--- src/rtl/multicycle_cu_pkg.sv ---
// Shared definitions for the multi-cycle MIPS32 control unit:
// opcode/func constants, ALU operation codes, FSM state encodings,
// mux select codes and the decoded-instruction flag bundle.
package multicycle_cu_pkg;

  localparam logic [5:0] OP_RTYPE = 6'h00;
  localparam logic [5:0] OP_J     = 6'h02;
  localparam logic [5:0] OP_JAL   = 6'h03;
  localparam logic [5:0] OP_BEQ   = 6'h04;
  localparam logic [5:0] OP_BNE   = 6'h05;
  localparam logic [5:0] OP_ADDI  = 6'h08;
  localparam logic [5:0] OP_ORI   = 6'h0D;
  localparam logic [5:0] OP_LUI   = 6'h0F;
  localparam logic [5:0] OP_LW    = 6'h23;
  localparam logic [5:0] OP_SW    = 6'h2B;

  localparam logic [5:0] FN_JR      = 6'h08;
  localparam logic [5:0] FN_SYSCALL = 6'h0C;
  localparam logic [5:0] FN_MULTU   = 6'h19;
  localparam logic [5:0] FN_DIVU    = 6'h1B;
  localparam logic [5:0] FN_ADD     = 6'h20;
  localparam logic [5:0] FN_OR      = 6'h25;

  localparam logic [3:0] ALU_ADD  = 4'd0;
  localparam logic [3:0] ALU_SUB  = 4'd1;
  localparam logic [3:0] ALU_OR   = 4'd2;
  localparam logic [3:0] ALU_MULU = 4'd3;
  localparam logic [3:0] ALU_DIVU = 4'd4;

  localparam logic [1:0] SRCB_RT      = 2'd0;
  localparam logic [1:0] SRCB_FOUR    = 2'd1;
  localparam logic [1:0] SRCB_IMM     = 2'd2;
  localparam logic [1:0] SRCB_IMM_SH2 = 2'd3;

  localparam logic [1:0] PCSRC_ALU    = 2'd0;
  localparam logic [1:0] PCSRC_ALUOUT = 2'd1;
  localparam logic [1:0] PCSRC_JUMP   = 2'd2;
  localparam logic [1:0] PCSRC_RS     = 2'd3;

  localparam logic [1:0] REGDES_RT  = 2'd0;
  localparam logic [1:0] REGDES_RD  = 2'd1;
  localparam logic [1:0] REGDES_R31 = 2'd2;

  typedef enum logic [2:0] {
    S_FETCH  = 3'd0,
    S_DECODE = 3'd1,
    S_EXEC   = 3'd2,
    S_MEM    = 3'd3,
    S_WB     = 3'd4,
    S_HALT   = 3'd5,
    S_MD     = 3'd6
  } state_t;

  // One flag per supported instruction; r_alu covers both add and or.
  typedef struct packed {
    logic j;
    logic jal;
    logic jr;
    logic syscall;
    logic r_alu;
    logic r_or;
    logic addi;
    logic ori;
    logic lui;
    logic lw;
    logic sw;
    logic beq;
    logic bne;
    logic multu;
    logic divu;
    logic legal;
  } inst_t;

endpackage

--- src/rtl/multicycle_cu_inst_decode.sv ---
// Combinational op/func to instruction-flag decode.
// MULDIV_EN: when defined, multu/divu are recognised; otherwise they
// decode as illegal.
module multicycle_cu_inst_decode
  import multicycle_cu_pkg::*;
#(
  parameter int OP_W   = 6,
  parameter int FUNC_W = 6
) (
  input  logic [OP_W-1:0]   op,
  input  logic [FUNC_W-1:0] func,
  output inst_t             dec
);

  // Flag the matching instruction, then derive legality from the flags.
  always_comb begin
    dec = '0;
    if (op == OP_W'(OP_RTYPE)) begin
      case (func)
        FUNC_W'(FN_ADD):     dec.r_alu = 1'b1;
        FUNC_W'(FN_OR):      begin dec.r_alu = 1'b1; dec.r_or = 1'b1; end
        FUNC_W'(FN_JR):      dec.jr = 1'b1;
        FUNC_W'(FN_SYSCALL): dec.syscall = 1'b1;
`ifdef MULDIV_EN
        FUNC_W'(FN_MULTU):   dec.multu = 1'b1;
        FUNC_W'(FN_DIVU):    dec.divu = 1'b1;
`endif
        default: ;
      endcase
    end else begin
      case (op)
        OP_W'(OP_J):    dec.j = 1'b1;
        OP_W'(OP_JAL):  dec.jal = 1'b1;
        OP_W'(OP_BEQ):  dec.beq = 1'b1;
        OP_W'(OP_BNE):  dec.bne = 1'b1;
        OP_W'(OP_ADDI): dec.addi = 1'b1;
        OP_W'(OP_ORI):  dec.ori = 1'b1;
        OP_W'(OP_LUI):  dec.lui = 1'b1;
        OP_W'(OP_LW):   dec.lw = 1'b1;
        OP_W'(OP_SW):   dec.sw = 1'b1;
        default: ;
      endcase
    end
    dec.legal = dec.j | dec.jal | dec.jr | dec.syscall | dec.r_alu |
                dec.addi | dec.ori | dec.lui | dec.lw | dec.sw |
                dec.beq | dec.bne | dec.multu | dec.divu;
  end

endmodule

--- src/rtl/multicycle_cu.sv ---
// Multi-cycle MIPS32 control unit: sequences fetch/decode/execute/
// memory/writeback with a memory wait handshake and a resumable halt.
// MULDIV_EN: when defined, multu/divu stall in MD for MD_CYCLES clocks.
//
// state  | meaning
// FETCH  | read instruction at PC, load IR and PC+4 on mem_ready
// DECODE | compute branch target; finish jumps, halt on syscall
// EXEC   | ALU operation, address calc or branch compare
// MEM    | data read/write, held until mem_ready
// WB     | single register-file write
// HALT   | stopped until a go pulse
// MD     | iterative multiply/divide stall
module multicycle_cu
  import multicycle_cu_pkg::*;
#(
  parameter int OP_W      = 6,
  parameter int FUNC_W    = 6,
  parameter int ALUOP_W   = 4,
  parameter int MD_CYCLES = 32
) (
  input  logic               clk,
  input  logic               rst_n,
  input  logic [OP_W-1:0]    op,
  input  logic [FUNC_W-1:0]  func,
  input  logic               Z,
  input  logic               mem_ready,
  input  logic               go,
  output logic               PCWrite,
  output logic               IRWrite,
  output logic               IorD,
  output logic               MemRead,
  output logic               nWriteMEM,
  output logic               MEMtoREG,
  output logic               nWriteREG,
  output logic               ALUSrcA,
  output logic [1:0]         ALUSrcB,
  output logic [ALUOP_W-1:0] ALUOP,
  output logic [1:0]         PCSource,
  output logic [1:0]         REGDes,
  output logic               Sigextend,
  output logic               Lui,
  output logic               Halt,
  output logic               Illegal,
  output logic [2:0]         state_o
);

  state_t     state_q, state_d;
  inst_t      dec;
  logic [3:0] alu_op;

`ifdef MULDIV_EN
  localparam int MD_W = (MD_CYCLES > 1) ? $clog2(MD_CYCLES) : 1;
  logic [MD_W-1:0] md_cnt_q, md_cnt_d;
`endif

  multicycle_cu_inst_decode #(.OP_W(OP_W), .FUNC_W(FUNC_W)) u_dec (
    .op   (op),
    .func (func),
    .dec  (dec)
  );

  // Next-state selection and MD countdown.
  always_comb begin
    state_d = state_q;
`ifdef MULDIV_EN
    md_cnt_d = md_cnt_q;
`endif
    case (state_q)
      S_FETCH:  if (mem_ready) state_d = S_DECODE;
      S_DECODE: begin
        if (dec.syscall)                                 state_d = S_HALT;
        else if (dec.j | dec.jal | dec.jr | ~dec.legal)  state_d = S_FETCH;
        else                                             state_d = S_EXEC;
      end
      S_EXEC: begin
        if (dec.lw | dec.sw)                              state_d = S_MEM;
        else if (dec.r_alu | dec.addi | dec.ori | dec.lui) state_d = S_WB;
`ifdef MULDIV_EN
        else if (dec.multu | dec.divu) begin
          state_d  = S_MD;
          md_cnt_d = MD_W'(MD_CYCLES - 1);
        end
`endif
        else                                              state_d = S_FETCH;
      end
      S_MEM:    if (mem_ready) state_d = dec.lw ? S_WB : S_FETCH;
      S_WB:     state_d = S_FETCH;
      S_HALT:   if (go) state_d = S_FETCH;
`ifdef MULDIV_EN
      S_MD: begin
        if (md_cnt_q == '0) state_d = S_FETCH;
        else                md_cnt_d = md_cnt_q - 1'b1;
      end
`endif
      default:  state_d = S_FETCH;
    endcase
  end

  // State register, cleared asynchronously to FETCH.
  always_ff @(posedge clk or negedge rst_n) begin
    if (!rst_n) begin
      state_q <= S_FETCH;
`ifdef MULDIV_EN
      md_cnt_q <= '0;
`endif
    end else begin
      state_q <= state_d;
`ifdef MULDIV_EN
      md_cnt_q <= md_cnt_d;
`endif
    end
  end

  // Datapath controls from state, instruction flags, Z and mem_ready.
  // Strobes are forced inactive while rst_n is low, since FETCH with
  // mem_ready high would otherwise load PC/IR during reset.
  always_comb begin
    PCWrite   = 1'b0;
    IRWrite   = 1'b0;
    IorD      = 1'b0;
    MemRead   = 1'b0;
    nWriteMEM = 1'b1;
    MEMtoREG  = 1'b0;
    nWriteREG = 1'b1;
    ALUSrcA   = 1'b0;
    ALUSrcB   = SRCB_RT;
    alu_op    = ALU_ADD;
    PCSource  = PCSRC_ALU;
    REGDes    = REGDES_RT;
    Sigextend = 1'b0;
    Lui       = 1'b0;
    Halt      = 1'b0;
    Illegal   = 1'b0;
    case (state_q)
      S_FETCH: begin
        MemRead = 1'b1;
        ALUSrcB = SRCB_FOUR;
        if (mem_ready) begin
          IRWrite = 1'b1;
          PCWrite = 1'b1;
        end
      end
      S_DECODE: begin
        ALUSrcB   = SRCB_IMM_SH2;
        Sigextend = 1'b1;
        if (dec.j | dec.jal) begin
          PCWrite  = 1'b1;
          PCSource = PCSRC_JUMP;
        end
        if (dec.jal) begin
          nWriteREG = 1'b0;
          REGDes    = REGDES_R31;
        end
        if (dec.jr) begin
          PCWrite  = 1'b1;
          PCSource = PCSRC_RS;
        end
        Illegal = ~dec.legal;
      end
      S_EXEC: begin
        if (dec.r_alu) begin
          ALUSrcA = 1'b1;
          alu_op  = dec.r_or ? ALU_OR : ALU_ADD;
        end
        if (dec.addi | dec.lw | dec.sw) begin
          ALUSrcB   = SRCB_IMM;
          Sigextend = 1'b1;
        end
        if (dec.ori) begin
          ALUSrcB = SRCB_IMM;
          alu_op  = ALU_OR;
        end
        if (dec.lui) begin
          ALUSrcB = SRCB_IMM;
          Lui     = 1'b1;
        end
        if (dec.beq | dec.bne) begin
          ALUSrcA = 1'b1;
          alu_op  = ALU_SUB;
          if ((dec.beq & Z) | (dec.bne & ~Z)) begin
            PCWrite  = 1'b1;
            PCSource = PCSRC_ALUOUT;
          end
        end
`ifdef MULDIV_EN
        if (dec.multu | dec.divu) begin
          ALUSrcA = 1'b1;
          alu_op  = dec.divu ? ALU_DIVU : ALU_MULU;
        end
`endif
      end
      S_MEM: begin
        IorD      = 1'b1;
        MemRead   = dec.lw;
        nWriteMEM = ~dec.sw;
      end
      S_WB: begin
        nWriteREG = 1'b0;
        REGDes    = dec.r_alu ? REGDES_RD : REGDES_RT;
        MEMtoREG  = dec.lw;
      end
      S_HALT:   Halt = 1'b1;
`ifdef MULDIV_EN
      S_MD: begin
        ALUSrcA = 1'b1;
        alu_op  = dec.divu ? ALU_DIVU : ALU_MULU;
      end
`endif
      default: ;
    endcase
    if (!rst_n) begin
      PCWrite   = 1'b0;
      IRWrite   = 1'b0;
      MemRead   = 1'b0;
      nWriteMEM = 1'b1;
      nWriteREG = 1'b1;
      Illegal   = 1'b0;
    end
  end

  assign ALUOP   = ALUOP_W'(alu_op);
  assign state_o = state_q;

endmodule

--- config.mk ---
export PLATFORM = sky130hd
export DESIGN_NAME = multicycle_cu
export DESIGN_NICKNAME = d
export VERILOG_FILES = /design/src/rtl/multicycle_cu_pkg.sv /design/src/rtl/multicycle_cu_inst_decode.sv /design/src/rtl/multicycle_cu.sv
export SDC_FILE = /design/constraint.sdc
export NUM_CORES = 1
export LEC_CHECK = 0
export BUFFER_PORTS_ARGS = -buffer_cell sky130_fd_sc_hd__buf_2
export CORE_UTILIZATION = 30
export CTS_BUF_LIST = sky130_fd_sc_hd__clkbuf_8
export DETAILED_ROUTE_END_ITERATION = 6
export PLACE_DENSITY_LB_ADDON = 0.2
export SETUP_SLACK_MARGIN = 0.5
export SYNTH_ARGS = -nofsm -noshare
export SYNTH_HDL_FRONTEND = slang
export SYNTH_SLANG_ARGS = --single-unit
export TNS_END_PERCENT = 5
--- constraint.sdc ---
create_clock -name clk -period 3.9 [get_ports clk]
set_input_delay 0 -clock clk [delete_from_list [all_inputs] [get_ports clk]]
set_output_delay 0 -clock clk [all_outputs]
set_load 0.005 [all_outputs]
== Word-level counts from Yosys, hierarchy flattened ==
Cells that the tools add are included.

* Bitwise operators: 25
* Equal/unequal tests: 21
* Reductions and logical operators: 4
* Multiplexer cells: 70

{| class="wikitable"
|+ Operators with widths
! cell !! number
|-
| 2-to-1 mux 1 bit || 40
|-
| == test 6 x 4 -> 1 bit (second input constant) || 5
|-
| == test 6 bit (second input constant) || 4
|-
| 2-to-1 mux 3 bit || 7
|-
| 2-to-1 mux 2 bit || 10
|-
| bitwise OR 1 bit || 20
|-
| 2-to-1 mux 4 bit || 4
|-
| case mux 3 bit (5 select lines) || 1
|-
| == test 6 x 2 -> 1 bit (second input constant) || 2
|-
| == test 6 x 3 -> 1 bit (second input constant) || 2
|-
| case mux 2 bit (2 select lines) || 2
|-
| 2-to-1 mux 7 bit || 1
|-
| == test 3 x 2 -> 1 bit (second input constant) || 2
|-
| == test 3 bit (second input constant) || 2
|-
| logical NOT 6 bit || 1
|-
| inequality test 2 bit (second input constant) || 3
|-
| case mux 1 bit (2 select lines) || 3
|-
| case mux 2 bit (3 select lines) || 1
|-
| == test 3 x 1 -> 1 bit (second input constant) || 1
|-
| logical NOT 3 bit || 1
|-
| inverter 1 bit || 3
|-
| case mux 1 bit (3 select lines) || 1
|-
| AND reduction 3 bit || 1
|-
| bitwise AND 1 bit || 2
|-
| OR reduction 2 bit || 1
|}

* Bits in registers: 3
* Logic and storage cells: 121
* Input bits: 17
* Output and inout bits: 25

== Depth between registers and ports, before layout ==
* Depth after elaboration: 19
* Mapped depth: 6
* Depth with buffers taken out: 5

== By module ==
From an unflattened synthesis, not the netlist that was laid out.

* Cells, all modules: 107
* Area total of the unflattened synthesis: 732.0 um^2

{| class="wikitable"
|+ By module, submodules not included
! module !! sequential area each (um^2) !! cells each !! area each (um^2) !! instances
|-
| multicycle_cu || 75.1 || 67 || 495.5 || 1
|-
| multicycle_cu_inst_decode || 0.0 || 40 || 236.5 || 1
|}

== Worst setup path before layout ==
OpenSTA, ideal clock, no wires.

* Path kind: register to register
* Start: register state_q[1] (netlist: state_o[1])
* End: register state_q[2] (netlist: state_o[2])
* Stages on the path, launching flop included: 7
* Data required time: 3814 ps
* Clock period less this slack: 1476 ps
* Setup time: 86 ps
* Path buffers: 1
* Path slack: 2424 ps
* Data arrival time: 1391 ps
* Path through: dfrtp_1 clkbuf_1 nor3b_1 nand2_1 nor2b_1 nand2_1 a32oi_1

* Word-level cells in the longest chain between the ends: 3
* Elaborated cells on any way between the ends: 10
* Classes of those cells: 7 x eq/ne; 1 x mux; 2 x reduce/logical

{| class="wikitable"
|+ RTL lines
! element !! RTL line !! text
|-
| start: declaration || multicycle_cu.sv:47 || <nowiki>state_t state_q, state_d;</nowiki>
|-
| start signal: assignment || multicycle_cu.sv:107 || <nowiki>state_q <= state_d;</nowiki>
|-
| == test 3 bit (tied with other cells) || multicycle_cu.sv:68 || <nowiki>case (state_q)</nowiki>
|-
| inequality test 2 bit (no line) || n/a ||
|-
| AND reduction 3 bit (no line) || n/a ||
|}

Parallel ways exist; a longest one is shown, timed or not.
A chain may end at the register's enable or synchronous reset.

== Worst setup path in the final report ==
* Start: register state_q[0] (netlist: state_o[0])
* End: output port PCSource[0]

* Word-level cells in the longest chain between the ends: 2
* Elaborated cells on any way between the ends: 3
* Classes of those cells: 2 x eq/ne; 1 x mux

{| class="wikitable"
|+ RTL lines
! element !! RTL line !! text
|-
| == test 3 x 2 -> 1 bit / == test 3 x 1 -> 1 bit (equally long branches) || multicycle_cu.sv:134 || <nowiki>case (state_q)</nowiki>
|-
| case mux 2 bit (2 select lines) (*) || multicycle_cu.sv:134 ||
|-
| end: declaration || multicycle_cu.sv:38 || <nowiki>output logic [1:0] PCSource,</nowiki>
|}

Mark *: on every way between the ends. The rest lies on a longest branch, timed or not.

==> results.py <==
metrics = {
    "synthesis": {
        "synth_area_um2": 646,
        "synth_edf_count": 0,
        "synth.top_cells.by_area": "dfrtp_1 12%, nor2_1 7.6%, nand2_1 6.4%",
        "postSynthAreaPerCell_um2": 6.39,
        "yosysMostFrequentCell": "nor2_1",
        "synth_cell_type_count": 41,
        "synth_cells": 101,
        "ys_ff_latch": 3,
        "async_flop_share": 1.00,
        "yosysSeqAreaShare": 0.116,
        "ys_dominant_reg_cell": "dfrtp_1",
        "synth_top_area_cell": "dfrtp_1",
        "ys_top_cells_by_count": "13 x nor2_1, 11 x nand2_1, 6 x inv_1",
        "yosysWarnings": 0,
        "yosysTopAreaCellShare": 0.116,
    },
    "sta": {
        "worst_pin_slew_ns": 0.512,
        "hold_viol_final": 0,
        "rsz0062_at_grt": "false",
        "slew_headroom": 0.658,
        "clock_skew_ns": 0.00144,
        "slew_violations": 0,
        "setup_violations": 0,
        "tns_ns": 0,
        "finalCriticalPeriod_ns": 1.93,
        "timing.final.crit_share": 0.494,
        "max_freq_ghz": 0.519,
    },
    "grt": {
        "grt_pass1_wl_mm": 3.68,
        "grt_overflow": 0,
        "grt_max_degree": 13,
        "grt_usage": 0.198,
        "first_global_vias": 791,
        "antenna_found_initial": 0,
    },
    "routing": {
        "detail_route.wl_per_cell_um": 13.1,
        "ant_nets": 0,
        "first_pass_iters": 4,
        "vias": 882,
        "wl_mm": 2.17,
        "drt-initial-drc-count": 25,
        "viasPerCell": 5.35,
        "remaining_drc_errors": 0,
    },
    "critical_path": {
        "path_cells": "nor3b_1, nand2_1, nor2b_1, inv_1, o21ai_1, buf_2",
        "cp.arrival_ns": 1.93,
        "reg2reg_from": "state_o[0]",
        "path_max_fanout": 12,
        "worst_path_max_delay_cell": "dfrtp_1",
        "critPathTopFamily": "simple AND/OR/NAND/NOR gates",
        "cp.required_ns": 3.90,
        "worst-path-buf-inv": 2,
        "cp-end-kind": "output port",
        "critical_path_class": "reg -> out",
        "cp-startpoint": "state_o[0]",
        "regToRegSetupSlack_ns": 2.18,
        "r2r_end": "state_o[0]",
        "reg2reg_depth": 5,
        "cp.depth": 6,
        "cp-endpoint": "PCSource[0]",
        "cp-start-kind": "flip-flop",
        "max_stage_delay_ns": 0.53,
    },
    "clock_network": {
        "cts_setup_buffers": 0,
        "clock_sink_count": 3,
        "insertion_delay_ns": 0.22,
        "numCtsBuffers": 3,
        "clkTransAtPathRegs_ns": 0.03,
        "cts_root_buf": "clkbuf_8",
        "cts_htree_levels": 1,
        "cts_tree": "built",
        "cts_buffer_depth": 2,
    },
    "worst_hold_path": {
        "hp-class": "in -> reg",
    },
    "cells_and_area": {
        "instances_no_fill": 165,
        "largest_reg_flops": 3,
        "nets": 156,
        "num_antenna_cells": 0,
        "finish.utilization": 0.445,
        "num-fill-cells": 236,
        "drive_gt1_frac": 0.312,
        "fin_area_um2": 891,
        "syn_to_final_growth_pct": 38.0,
    },
    "run": {
        "cap_violations": 0,
    },
    "power": {
        "ir_drop_uv": 235,
        "pwr_density_cell_mw_per_mm2": 217,
        "power_mw": 0.193,
        "power_leakage_nw": 0.457,
    },
    "die": {
        "io_pins": 42,
        "die_area_mm2": 0.00234,
        "start_util": 0.322,
        "rows": 16,
        "die_y_um": 48.4,
        "dieWidth_um": 48.4,
        "core_mm2": 0.00200,
    },
    "place": {
        "dp_hpwl_mm": 1.61,
        "place_inst": 159,
        "placed_area_um2": 826,
        "place_congestion": 0.849,
        "port_buffers": 39,
    },
    "outcome": {
        "status": "finished, final reports clean",
    },
}
## kinds of logic (layout without fill, tap and decap cells)
group                     Yosys count  count (layout)  synth area share
and+or+nand+nor                    56              56             0.494
xor gates and xnor gates            2               2            0.0271
DFF                                 3               3             0.116
other                               1               2           0.00581
AOI/OAI and AO/OA                  22              22             0.219
muxes                               1               1            0.0155
buffers and inverters              16              52             0.122
## report_power, final
group          internal [mW]  total [mW]  switching [mW]
clock network         0.0674      0.0924          0.0250
registers             0.0330      0.0380         0.00508
logic                 0.0271      0.0626          0.0355
## how the worst min path moves through the flow
| stage | slack [ns] | endpoint | cells after the start | startpoint |
|---|---|---|---|---|
| 2_1_floorplan | -0.30 | state_o[0] | 0 | rst_n |
| 3_3_place_gp | -0.16 | state_o[2] | 1 | rst_n |
| 3_5_place_dp | -0.16 | state_o[2] | 1 | rst_n |
| 4_1_cts | 0.11 | state_o[2] | 3 | func[2] |
| 5_1_grt | 0.14 | state_o[2] | 3 | func[2] |
| 6_report | 0.11 | state_o[2] | 3 | func[2] |
## area by class of cell
type / count / area, um^2 / area share
Sequential cell: 3 / 75.1 / 0.0843
Timing Repair Buffer: 41 / 215 / 0.242
Clock inverter: 1 / 3.75 / 0.00421
Clock buffer: 3 / 41.3 / 0.0463
Tap cell: 27 / 33.8 / 0.0379
Inverter: 7 / 26.3 / 0.0295
Multi-Input combinational cell: 83 / 495 / 0.556
## worst min-delay path, delay by kind of cell
| family | cells | cell delay [ns] |
|---|---|---|
| simple gates | 1 | 0.07 |
| buf+inv | 1 | 0.14 |
| compound gates | 1 | 0.08 |
## per-stage QoR
step / setup WS (ns) / hold WS, ns
after floorplan: 2.42 / -0.296
after global placement: 2.33 / -0.162
after detailed placement: 2.23 / -0.164
after CTS: 2.02 / 0.111
after global routing: 1.83 / 0.136
final: 1.97 / 0.113
## timing repair
action / in CTS / in global routing
resized for setup: 0 / 0
endpoints found under the hold margin: 4 / 0
hold buffers: 2 / 0
setup endpoints to repair: 0 / 0
## routing by layer
layer / GRT usage / vias to the layer above / wire, um
met4: 0.0735 / 0 / 19
met2: 0.298 / 39 / 982
met5: 0 / - / 0
met3: 0.0566 / 2 / 140
met1: 0.267 / 402 / 1030
li1: - / 439 / -
## placed cells by master (no fill, tap or decap), types with 2 or more instances in the layout
cell type	instances
buf_2	39
nor2_1	13
nand2_1	11
inv_1	7
and3_1	5
o21ai_0	5
a21oi_1	5
nor2b_1	4
nand3_1	4
nor4_1	3
nand4_1	3
clkbuf_8	3
dfrtp_1	3
nand3b_1	2
a32oi_1	2
a31oi_1	2
nor3_1	2
conb_1	2
dlygate4sd3_1	2
Power figures use the tool's default switching activity.
